<file path="src/rtl/im_log2_frac16_if.sv">
`default_nettype none
// ============================================================================
// im_log2_frac16_if : request/result bundle for the fixed-point log2 unit
// Rev 1.0
// ============================================================================
interface im_log2_frac16_if #(
  parameter int FRAC_BITS = 8
);
  logic                   start;
  logic [15:0]            number;
  logic                   ready;
  logic                   done;
  logic [4+FRAC_BITS-1:0] result;
  logic                   zero_err;

  modport master (
    output start, number,
    input  ready, done, result, zero_err
  );

  modport slave (
    input  start, number,
    output ready, done, result, zero_err
  );
endinterface
`default_nettype wire

</file>
<file path="src/rtl/im_log2_frac16.sv">
`default_nettype none
// ============================================================================
// im_log2_frac16 : sequential log2 of a 16-bit unsigned integer, one fraction
//                  bit per clock by repeated squaring of the mantissa
// Rev 1.0
// ============================================================================

// Bit-length encoder: position of the highest set bit plus one, 0 for zero.
module im_log16 (
  input  logic [15:0] value,
  output logic [4:0]  bit_len
);
  always_comb begin
    bit_len = 5'd0;
    for (int i = 0; i < 16; i++) begin
      if (value[i]) bit_len = 5'(i + 1);
    end
  end
endmodule

module im_log2_frac16 #(
  parameter int FRAC_BITS = 8
) (
  input  logic             clk,
  input  logic             n_reset,
  im_log2_frac16_if.slave  bus
);
  typedef enum logic [1:0] {
    IDLE = 2'd0,
    ITER = 2'd1,
    DONE = 2'd2
  } state_t;

  state_t               state_q, state_d;
  logic [15:0]          m_q, m_d;
  logic [4:0]           cnt_q, cnt_d;
  logic [3:0]           int_q, int_d;
  logic [FRAC_BITS-1:0] frac_q, frac_d;
  logic                 zero_err_q, zero_err_d;

  logic [4:0]           bl;
  logic [15:0]          m_norm;
  logic [31:0]          sq;
  logic                 ready;
  logic                 accept;
  logic                 sq_unused;

  im_log16 u_log16 (
    .value   (bus.number),
    .bit_len (bl)
  );

  assign ready     = (state_q != ITER);
  assign accept    = bus.start && ready;
  assign m_norm    = bus.number << (5'd16 - bl);
  assign sq        = 32'(m_q) * 32'(m_q);
  assign sq_unused = &{1'b0, sq[14:0]};

  assign bus.ready    = ready;
  assign bus.done     = (state_q == DONE);
  assign bus.result   = {int_q, frac_q};
  assign bus.zero_err = zero_err_q;

  always_comb begin
    state_d    = state_q;
    m_d        = m_q;
    cnt_d      = cnt_q;
    int_d      = int_q;
    frac_d     = frac_q;
    zero_err_d = zero_err_q;

    case (state_q)
      ITER: begin
        // Square in [1,4): top bit set means the square reached 2, renormalise by one.
        m_d    = sq[31] ? sq[31:16] : sq[30:15];
        frac_d = (frac_q << 1) | FRAC_BITS'(sq[31]);
        cnt_d  = cnt_q + 5'd1;
        if (cnt_q == 5'(FRAC_BITS - 1)) state_d = DONE;
      end
      default: begin
        if (accept) begin
          m_d    = m_norm;
          cnt_d  = 5'd0;
          frac_d = '0;
          if (bl == 5'd0) begin
            zero_err_d = 1'b1;
            int_d      = 4'd0;
            state_d    = DONE;
          end else begin
            zero_err_d = 1'b0;
            int_d      = 4'(bl - 5'd1);
            state_d    = ITER;
          end
        end else begin
          state_d = IDLE;
        end
      end
    endcase
  end

  always_ff @(posedge clk or negedge n_reset) begin
    if (!n_reset) begin
      state_q    <= IDLE;
      m_q        <= '0;
      cnt_q      <= '0;
      int_q      <= '0;
      frac_q     <= '0;
      zero_err_q <= 1'b0;
    end else begin
      state_q    <= state_d;
      m_q        <= m_d;
      cnt_q      <= cnt_d;
      int_q      <= int_d;
      frac_q     <= frac_d;
      zero_err_q <= zero_err_d;
    end
  end
endmodule
`default_nettype wire
</file>
<file path="src/flat_wrapper.sv">
// flat-port wrapper written by rule: the top's interface ports become plain ports
module im_log2_frac16_flat 
#(
  parameter int FRAC_BITS = 8
)
  (clk, n_reset, bus_start, bus_number, bus_ready, bus_done, bus_result, bus_zero_err);
  im_log2_frac16_if #(.FRAC_BITS(FRAC_BITS)) bus_i ();
  input  logic clk;
  input  logic n_reset;
  input wire logic [$bits(bus_i.start)-1:0] bus_start;
  input wire logic [$bits(bus_i.number)-1:0] bus_number;
  output wire logic [$bits(bus_i.ready)-1:0] bus_ready;
  output wire logic [$bits(bus_i.done)-1:0] bus_done;
  output wire logic [$bits(bus_i.result)-1:0] bus_result;
  output wire logic [$bits(bus_i.zero_err)-1:0] bus_zero_err;
  assign bus_i.start = bus_start;
  assign bus_i.number = bus_number;
  assign bus_ready = bus_i.ready;
  assign bus_done = bus_i.done;
  assign bus_result = bus_i.result;
  assign bus_zero_err = bus_i.zero_err;
  im_log2_frac16 #(.FRAC_BITS(FRAC_BITS)) u_core (.clk(clk), .n_reset(n_reset), .bus(bus_i));
endmodule
</file>
<file path="config.mk">
export PLATFORM = sky130hd
export DESIGN_NAME = im_log2_frac16_flat
export DESIGN_NICKNAME = d
export VERILOG_FILES = /design/src/rtl/im_log2_frac16_if.sv /design/src/rtl/im_log2_frac16.sv /design/src/flat_wrapper.sv
export SDC_FILE = /design/constraint.sdc
export NUM_CORES = 1
export LEC_CHECK = 0
export CAP_MARGIN = 20
export CELL_PAD_IN_SITES_DETAIL_PLACEMENT = 0
export CELL_PAD_IN_SITES_GLOBAL_PLACEMENT = 1
export CORE_ASPECT_RATIO = 0.9
export CORE_UTILIZATION = 54
export DETAILED_ROUTE_END_ITERATION = 12
export PLACE_DENSITY_LB_ADDON = 0.12
export RECOVER_POWER = 25
export REMOVE_ABC_BUFFERS = 1
export SLEW_MARGIN = 20
export SYNTH_ARGS = -nofsm -noshare
export SYNTH_HDL_FRONTEND = slang
export SYNTH_SLANG_ARGS = --single-unit
export TNS_END_PERCENT = 50
</file>
<file path="constraint.sdc">
create_clock -name clk -period 21.1 [get_ports clk]
set_clock_uncertainty 0.05 [all_clocks]
set_input_delay 3.165 -clock clk [delete_from_list [all_inputs] [get_ports clk]]
set_output_delay 3.165 -clock clk [all_outputs]
set_load 0.02 [all_outputs]
</file>
==> results.json, run 1 <==
{
  "status": "complete, but fails checks",
  "violations": "max-capacitance violations, max-slew violations",
  "fillCellCount": 1634,
  "avgSynthCellArea_sq_um": 8.73,
  "syn_area_sq_um": 9560,
  "synth_top_area_cell": "fa_1",
  "synthMuxAreaShare_pct": 3.76,
  "die_area_sq_um": 18200,
  "fin_util_pct": 59.6,
  "slowest_stage": "dfrtp_1",
  "clock_sinks": 36,
  "ys_ff_latch": 36,
  "dr_total_vias": 7184,
  "wire_per_inst_microns": 16.3,
  "cts_root_buf": "clkbuf_16",
  "grt_setup_unrepaired": "false",
  "worst_slew_pin_slew_ns": 2.04,
  "die_w_microns": 142,
  "synth_cell_types": 64,
  "cts_buffer_depth": 2,
  "wl_met2_microns": 10600,
  "finalSetupViolCount": 0,
  "synth_flop_cell": "dfrtp_1",
  "grt_overflow": 0,
  "ys_top_cells_by_area": "fa_1 (34%), ha_1 (14%), inv_1 (10%)",
  "ys.warnings.count": 0,
  "post-dp-hpwl_microns": 17800,
  "synthToLayoutAreaGrowth_pct": 6.81,
  "drtPass1Iterations": 5,
  "synth_fa_ha_area_share_pct": 47.5,
  "final_area_sq_um": 10200,
  "path_clk_slew_ns": 0.06,
  "synth_xor_area_share_pct": 2.29,
  "die_h_microns": 128,
  "holdBufCountCts": 0,
  "synthCells": 1094,
  "antenna_found_initial": 1,
  "cp.required_ns": 21.22,
  "yosys.area_share.simple_pct": 13.6,
  "start_util_pct": 55.8,
  "fmax_ghz": 0.130,
  "cp-end-kind": "flip-flop",
  "grt_pass1_wl_microns": 37300,
  "relSlewSlack_pct": -36.1,
  "n_antenna_cell": 0,
  "routabilityCongestion": 0.866,
  "cts-resized-gates": 0,
  "synth_top_family_by_area": "adder cells",
  "finalNetCount": 1380,
  "whs_ns": 0.424,
  "grt_use_total_pct": 26.0,
  "port-buffer-count": 33,
  "seq_area_frac_synth_pct": 9.43,
  "cts_tree": "done",
  "drc": 0,
  "drv_slew": 37,
  "rows": 45,
  "top_layer_used": "met4",
  "synth-edff-count": 0,
  "htreeDepth": 2,
  "seqCellArea_sq_um": 901,
  "drv_cap": 1,
  "synth-compound-area-share_pct": 11.5,
  "startpoint_type": "flip-flop",
  "drive_above_1_share_pct": 2.74,
  "place_area_sq_um": 10000,
  "post_cts_buffers": 0,
  "grt_pass1_vias": 7615,
  "vias_per_cell": 5.40,
  "ioPinCount": 34,
  "met1_length_microns": 10200,
  "synth_commonest_cells": "inv_1 (257), fa_1 (161), nand2_1 (127)",
  "totalWireLength_microns": 21600,
  "arrival_ns": 7.83,
  "drtIter0Drc": 404,
  "fin_crit_ns": 7.72,
  "crit_type": "flip-flop to flip-flop",
  "hold_viol": 0,
  "hp-class": "flip-flop to flip-flop",
  "yosysMostFrequentCell": "inv_1",
  "core_area_sq_um": 17100,
  "finalSetupTns_ns": 0,
  "synthDominantCellAreaShare_pct": 33.7,
  "multi_input_area_sq_um": 7530,
  "cts_inserted_buffers": 5,
  "grt_max_degree": 37,
  "crit_chain": "nand2_1 -> fa_1 -> inv_1 -> fa_1 -> inv_1 -> fa_1 -> inv_1 -> fa_1 -> fa_1 -> inv_1 -> fa_1 -> inv_1 -> ha_1 -> a21o_1 -> a311o_1 -> a221oi_2 -> and3b_1 -> o21ai_0 -> a211oi_1 -> buf_4 -> or2_1 -> mux2_4 -> a221o_1",
  "wl_met3_microns": 583,
  "async_flop_share_pct": 100,
  "fin_crit_sh_pct": 36.6,
  "worstSkewPairLatency_ns": 0.28,
  "critPathMaxStageDelay_ns": 0.88,
  "cpMostUsedCell": "fa_1",
  "ant_nets": 0,
  "worstPathMaxFanout": 18
}
-- registers in the layout, summed over array words and instances, names as in the netlist --
signal,flops
u_core.bus.zero_err,1
u_core.cnt_q,5
u_core.frac_q,8
u_core.int_q,4
u_core.m_q,16
u_core.state_q,2
-- cell families (layout without fill, tap and decap cells) --
| logic type | count (synthesis) | after routing |
|---|---|---|
| xor gates and xnor gates | 25 | 25 |
| muxes | 29 | 29 |
| AOI/OAI and AO/OA | 159 | 159 |
| adders and majority gates | 266 | 266 |
| and+or+nand+nor | 277 | 277 |
| buffers and inverters | 302 | 304 |
| DFF | 36 | 36 |
-- layout make-up --
type	count	area share, %
clock inverter	1	0.0736
inverter	258	9.49
multi-input combinational	756	73.8
clock buffer	7	1.40
sequential	36	8.83
tap	235	2.88
timing repair buffer	38	3.54
-- through the flow --
step | instances | setup slack, ns
2_1_floorplan | 1050 | 13.63
3_3_place_gp | 1323 | 13.47
3_5_place_dp | 1323 | 13.39
4_1_cts | 1331 | 13.32
5_1_grt | 1331 | 12.92
6_report | 1331 | 13.38
-- path summary, 6_finish.rpt --
check                           startpoint             endpoint  slack (ns)  cells after the start
setup reg to reg             u_core.m_q[6]        u_core.m_q[8]       13.38                     23
min in group asynchronous          n_reset  u_core.bus.zero_err        3.41                      1
hold reg to reg            u_core.int_q[1]      u_core.int_q[1]        0.42                      2
setup / recovery             u_core.m_q[6]        u_core.m_q[8]       13.38                     23
max in group asynchronous          n_reset       u_core.m_q[13]       16.41                      1
hold / removal             u_core.int_q[1]      u_core.int_q[1]        0.42                      2
-- cell usage in the layout, fill, tap and decap left out, drive strengths merged, types with 4 or more instances in the layout --
cell type / Yosys / layout
dfrtp: 36 / 36
nand2b: 6 / 6
xor2: 11 / 11
nand2: 127 / 127
a22oi: 6 / 6
ha: 105 / 105
o31ai: 10 / 10
mux4: 5 / 5
a21oi: 34 / 34
nor3: 8 / 8
a31oi: 4 / 4
a211oi: 11 / 11
fa: 161 / 161
or3: 4 / 4
nand3b: 9 / 9
o211ai: 4 / 4
mux2i: 22 / 22
a221oi: 4 / 4
a221o: 6 / 6
or2: 5 / 5
nand4: 7 / 7
clkdlybuf4s50: 0 / 32
a21o: 12 / 12
xnor2: 14 / 14
clkbuf: 36 / 8
buf: 8 / 5
nand3: 7 / 7
o21ai: 30 / 30
nor2b: 9 / 9
inv: 257 / 257
o21a: 7 / 7
nor2: 50 / 50
and2: 36 / 36
-- worst max-delay path: cells and delay by family (launching register included) --
family	cells	cell delay, ns
buffers and inverters	6	0.47
adders and majority gates	7	3.33
muxes	1	0.34
DFF	1	0.88
and+or+nand+nor	3	0.96
AOI/OAI and AO/OA	6	1.55
-- layer usage --
layer,up-vias,GRT usage (%)
li1,3460,-
met1,3596,36.5
met2,108,45.0
met3,20,1.68
met4,0,4.43
met5,-,0
Power of run 1 is left out: the tool's default activity adds up to more than one toggle a clock period on the data nets, which glitch-free logic cannot reach.
==> run 2, diff against run 1 <==
Settings changed: CORE_UTILIZATION 54 to 50.
Clock period 21.1 ns to 7.4 ns, I/O delays scaled along.
==> results.json, run 2 (synthesis gave the netlist of run 1 again) <==
{
  "ant_nets": 0,
  "fillCellCount": 1774,
  "drive_above_1_share_pct": 5.79,
  "antenna_found_initial": 0,
  "startpoint_type": "flip-flop",
  "routabilityCongestion": 0.846,
  "grt_pass1_vias": 7673,
  "hp-class": "flip-flop to flip-flop",
  "reg.largest.list": "u_core.m_q: 16 flops, u_core.frac_q: 8 flops, u_core.cnt_q: 5 flops",
  "cts_root_buf": "clkbuf_16",
  "cts_tree": "done",
  "core_area_sq_um": 18500,
  "final_cell_count_no_fill": 1367,
  "worstSkewPairLatency_ns": 0.28,
  "cp-end-kind": "flip-flop",
  "seqCellArea_sq_um": 908,
  "cts_buffer_depth": 2,
  "drv_cap": 1,
  "start_util_pct": 51.6,
  "worstPathMaxFanout": 9,
  "port-buffer-count": 33,
  "finalSetupViolCount": 0,
  "totalWireLength_microns": 22500,
  "htreeDepth": 2,
  "die_w_microns": 148,
  "cpMostUsedCell": "fa_1",
  "final_area_sq_um": 10400,
  "violations": "max-capacitance violations, max-slew violations",
  "critPathMaxStageDelay_ns": 0.55,
  "die_area_sq_um": 19700,
  "cp.required_ns": 7.51,
  "fin_crit_sh_pct": 94.6,
  "path_clk_slew_ns": 0.06,
  "drtIter0Drc": 367,
  "final_common_cell": "inv_1",
  "fin_crit_ns": 7.00,
  "vias_per_cell": 5.29,
  "rows": 47,
  "largest_reg_flops": 16,
  "dp.cells": 1359,
  "finalNetCount": 1406,
  "dr_total_vias": 7238,
  "fmax_ghz": 0.143,
  "top_register": "u_core.m_q",
  "die_h_microns": 133,
  "crit_type": "flip-flop to flip-flop",
  "synthToLayoutAreaGrowth_pct": 9.35,
  "grt_pass1_wl_microns": 38700,
  "crit_chain": "nand2_1 -> inv_1 -> fa_1 -> inv_1 -> fa_1 -> inv_1 -> fa_1 -> fa_1 -> fa_1 -> inv_1 -> fa_1 -> inv_1 -> ha_1 -> a21o_1 -> a311o_1 -> a221oi_4 -> and3b_1 -> o21ai_1 -> o221a_1 -> or2_4 -> mux2_4 -> a221o_1",
  "finalSetupTns_ns": 0,
  "cts_inserted_buffers": 5,
  "wire_per_inst_microns": 16.4,
  "grt_max_degree": 37,
  "n_antenna_cell": 0,
  "post-dp-hpwl_microns": 18800,
  "grt_use_total_pct": 24.9,
  "clock_sinks": 36,
  "drc": 0,
  "place_area_sq_um": 10300,
  "arrival_ns": 7.11,
  "slowest_stage": "fa_1",
  "relSlewSlack_pct": -30.1,
  "fin_util_pct": 56.4,
  "final_cell_mix": "inv_1 (257), fa_1 (161), nand2_1 (127)",
  "status": "complete, but fails checks",
  "drv_slew": 37,
  "ioPinCount": 34,
  "worst_slew_pin_slew_ns": 1.95,
  "hold_viol": 0,
  "multi_input_area_sq_um": 7540,
  "grt_overflow": 0,
  "drtPass1Iterations": 5
}
-- run 2: area by class of cell --
cell class                      instances  share of cell area, %
Multi-Input combinational cell        756                   72.2
Sequential cell                        36                   8.69
Clock inverter                          3                  0.407
Clock buffer                            5                   1.20
Timing Repair Buffer                   64                   5.33
Tap cell                              245                   2.93
Inverter                              258                   9.27
-- run 2: final timing paths --
| kind | from | to | slack (ns) | depth (start not counted) |
|---|---|---|---|---|
| setup / recovery | u_core.m_q[8] | u_core.m_q[8] | 0.40 | 22 |
| hold / removal | u_core.bus.zero_err | u_core.bus.zero_err | 0.44 | 2 |
| setup reg to reg | u_core.m_q[8] | u_core.m_q[8] | 0.40 | 22 |
| hold reg to reg | u_core.bus.zero_err | u_core.bus.zero_err | 0.44 | 2 |
| max in group asynchronous | n_reset | u_core.m_q[5] | 4.70 | 1 |
| min in group asynchronous | n_reset | u_core.bus.zero_err | 1.32 | 1 |
-- run 2: metal layers --
| metal | global-route usage (%) | up-vias | part of all wire [%] |
|---|---|---|---|
| li1 | - | 3513 | - |
| met1 | 35.4 | 3611 | 48 |
| met2 | 42.9 | 88 | 49 |
| met3 | 0.822 | 26 | 1.6 |
| met4 | 4.64 | 0 | 1.6 |
| met5 | 0 | - | 0 |
-- run 2: what timing repair did --
item / in CTS / in global routing
endpoints found under the setup margin: 0 / 16
setup buffers: 0 / 0
hold buffers: 0 / 0
resized for setup: 0 / 9
-- run 2: worst max-delay path: cells and delay by family (launching register included) --
family                     cells  cell delay [ns]
DFF                            1             0.54
AOI/OAI and AO/OA              6             1.66
adders and majority gates      7             3.33
buffers and inverters          5             0.28
and+or+nand+nor                3             0.70
muxes                          1             0.30
-- run 2: metrics by stage --
step	hold WS, ns	worst slack [ns]
global placement	0.409	0.256
global route	0.455	-0.0504
detailed placement	0.425	0.171
finish	0.437	0.397
floorplan	0.402	-0.0702
CTS	0.439	0.158
Power of run 2 is left out for the same reason.
==> run 3, diff against run 2 <==
Settings changed: TNS_END_PERCENT 50 to 30.
==> results of run 3 <==
Final layout, timing and power as in run 2 (identical DEF).
Power of run 3 is left out for the same reason.
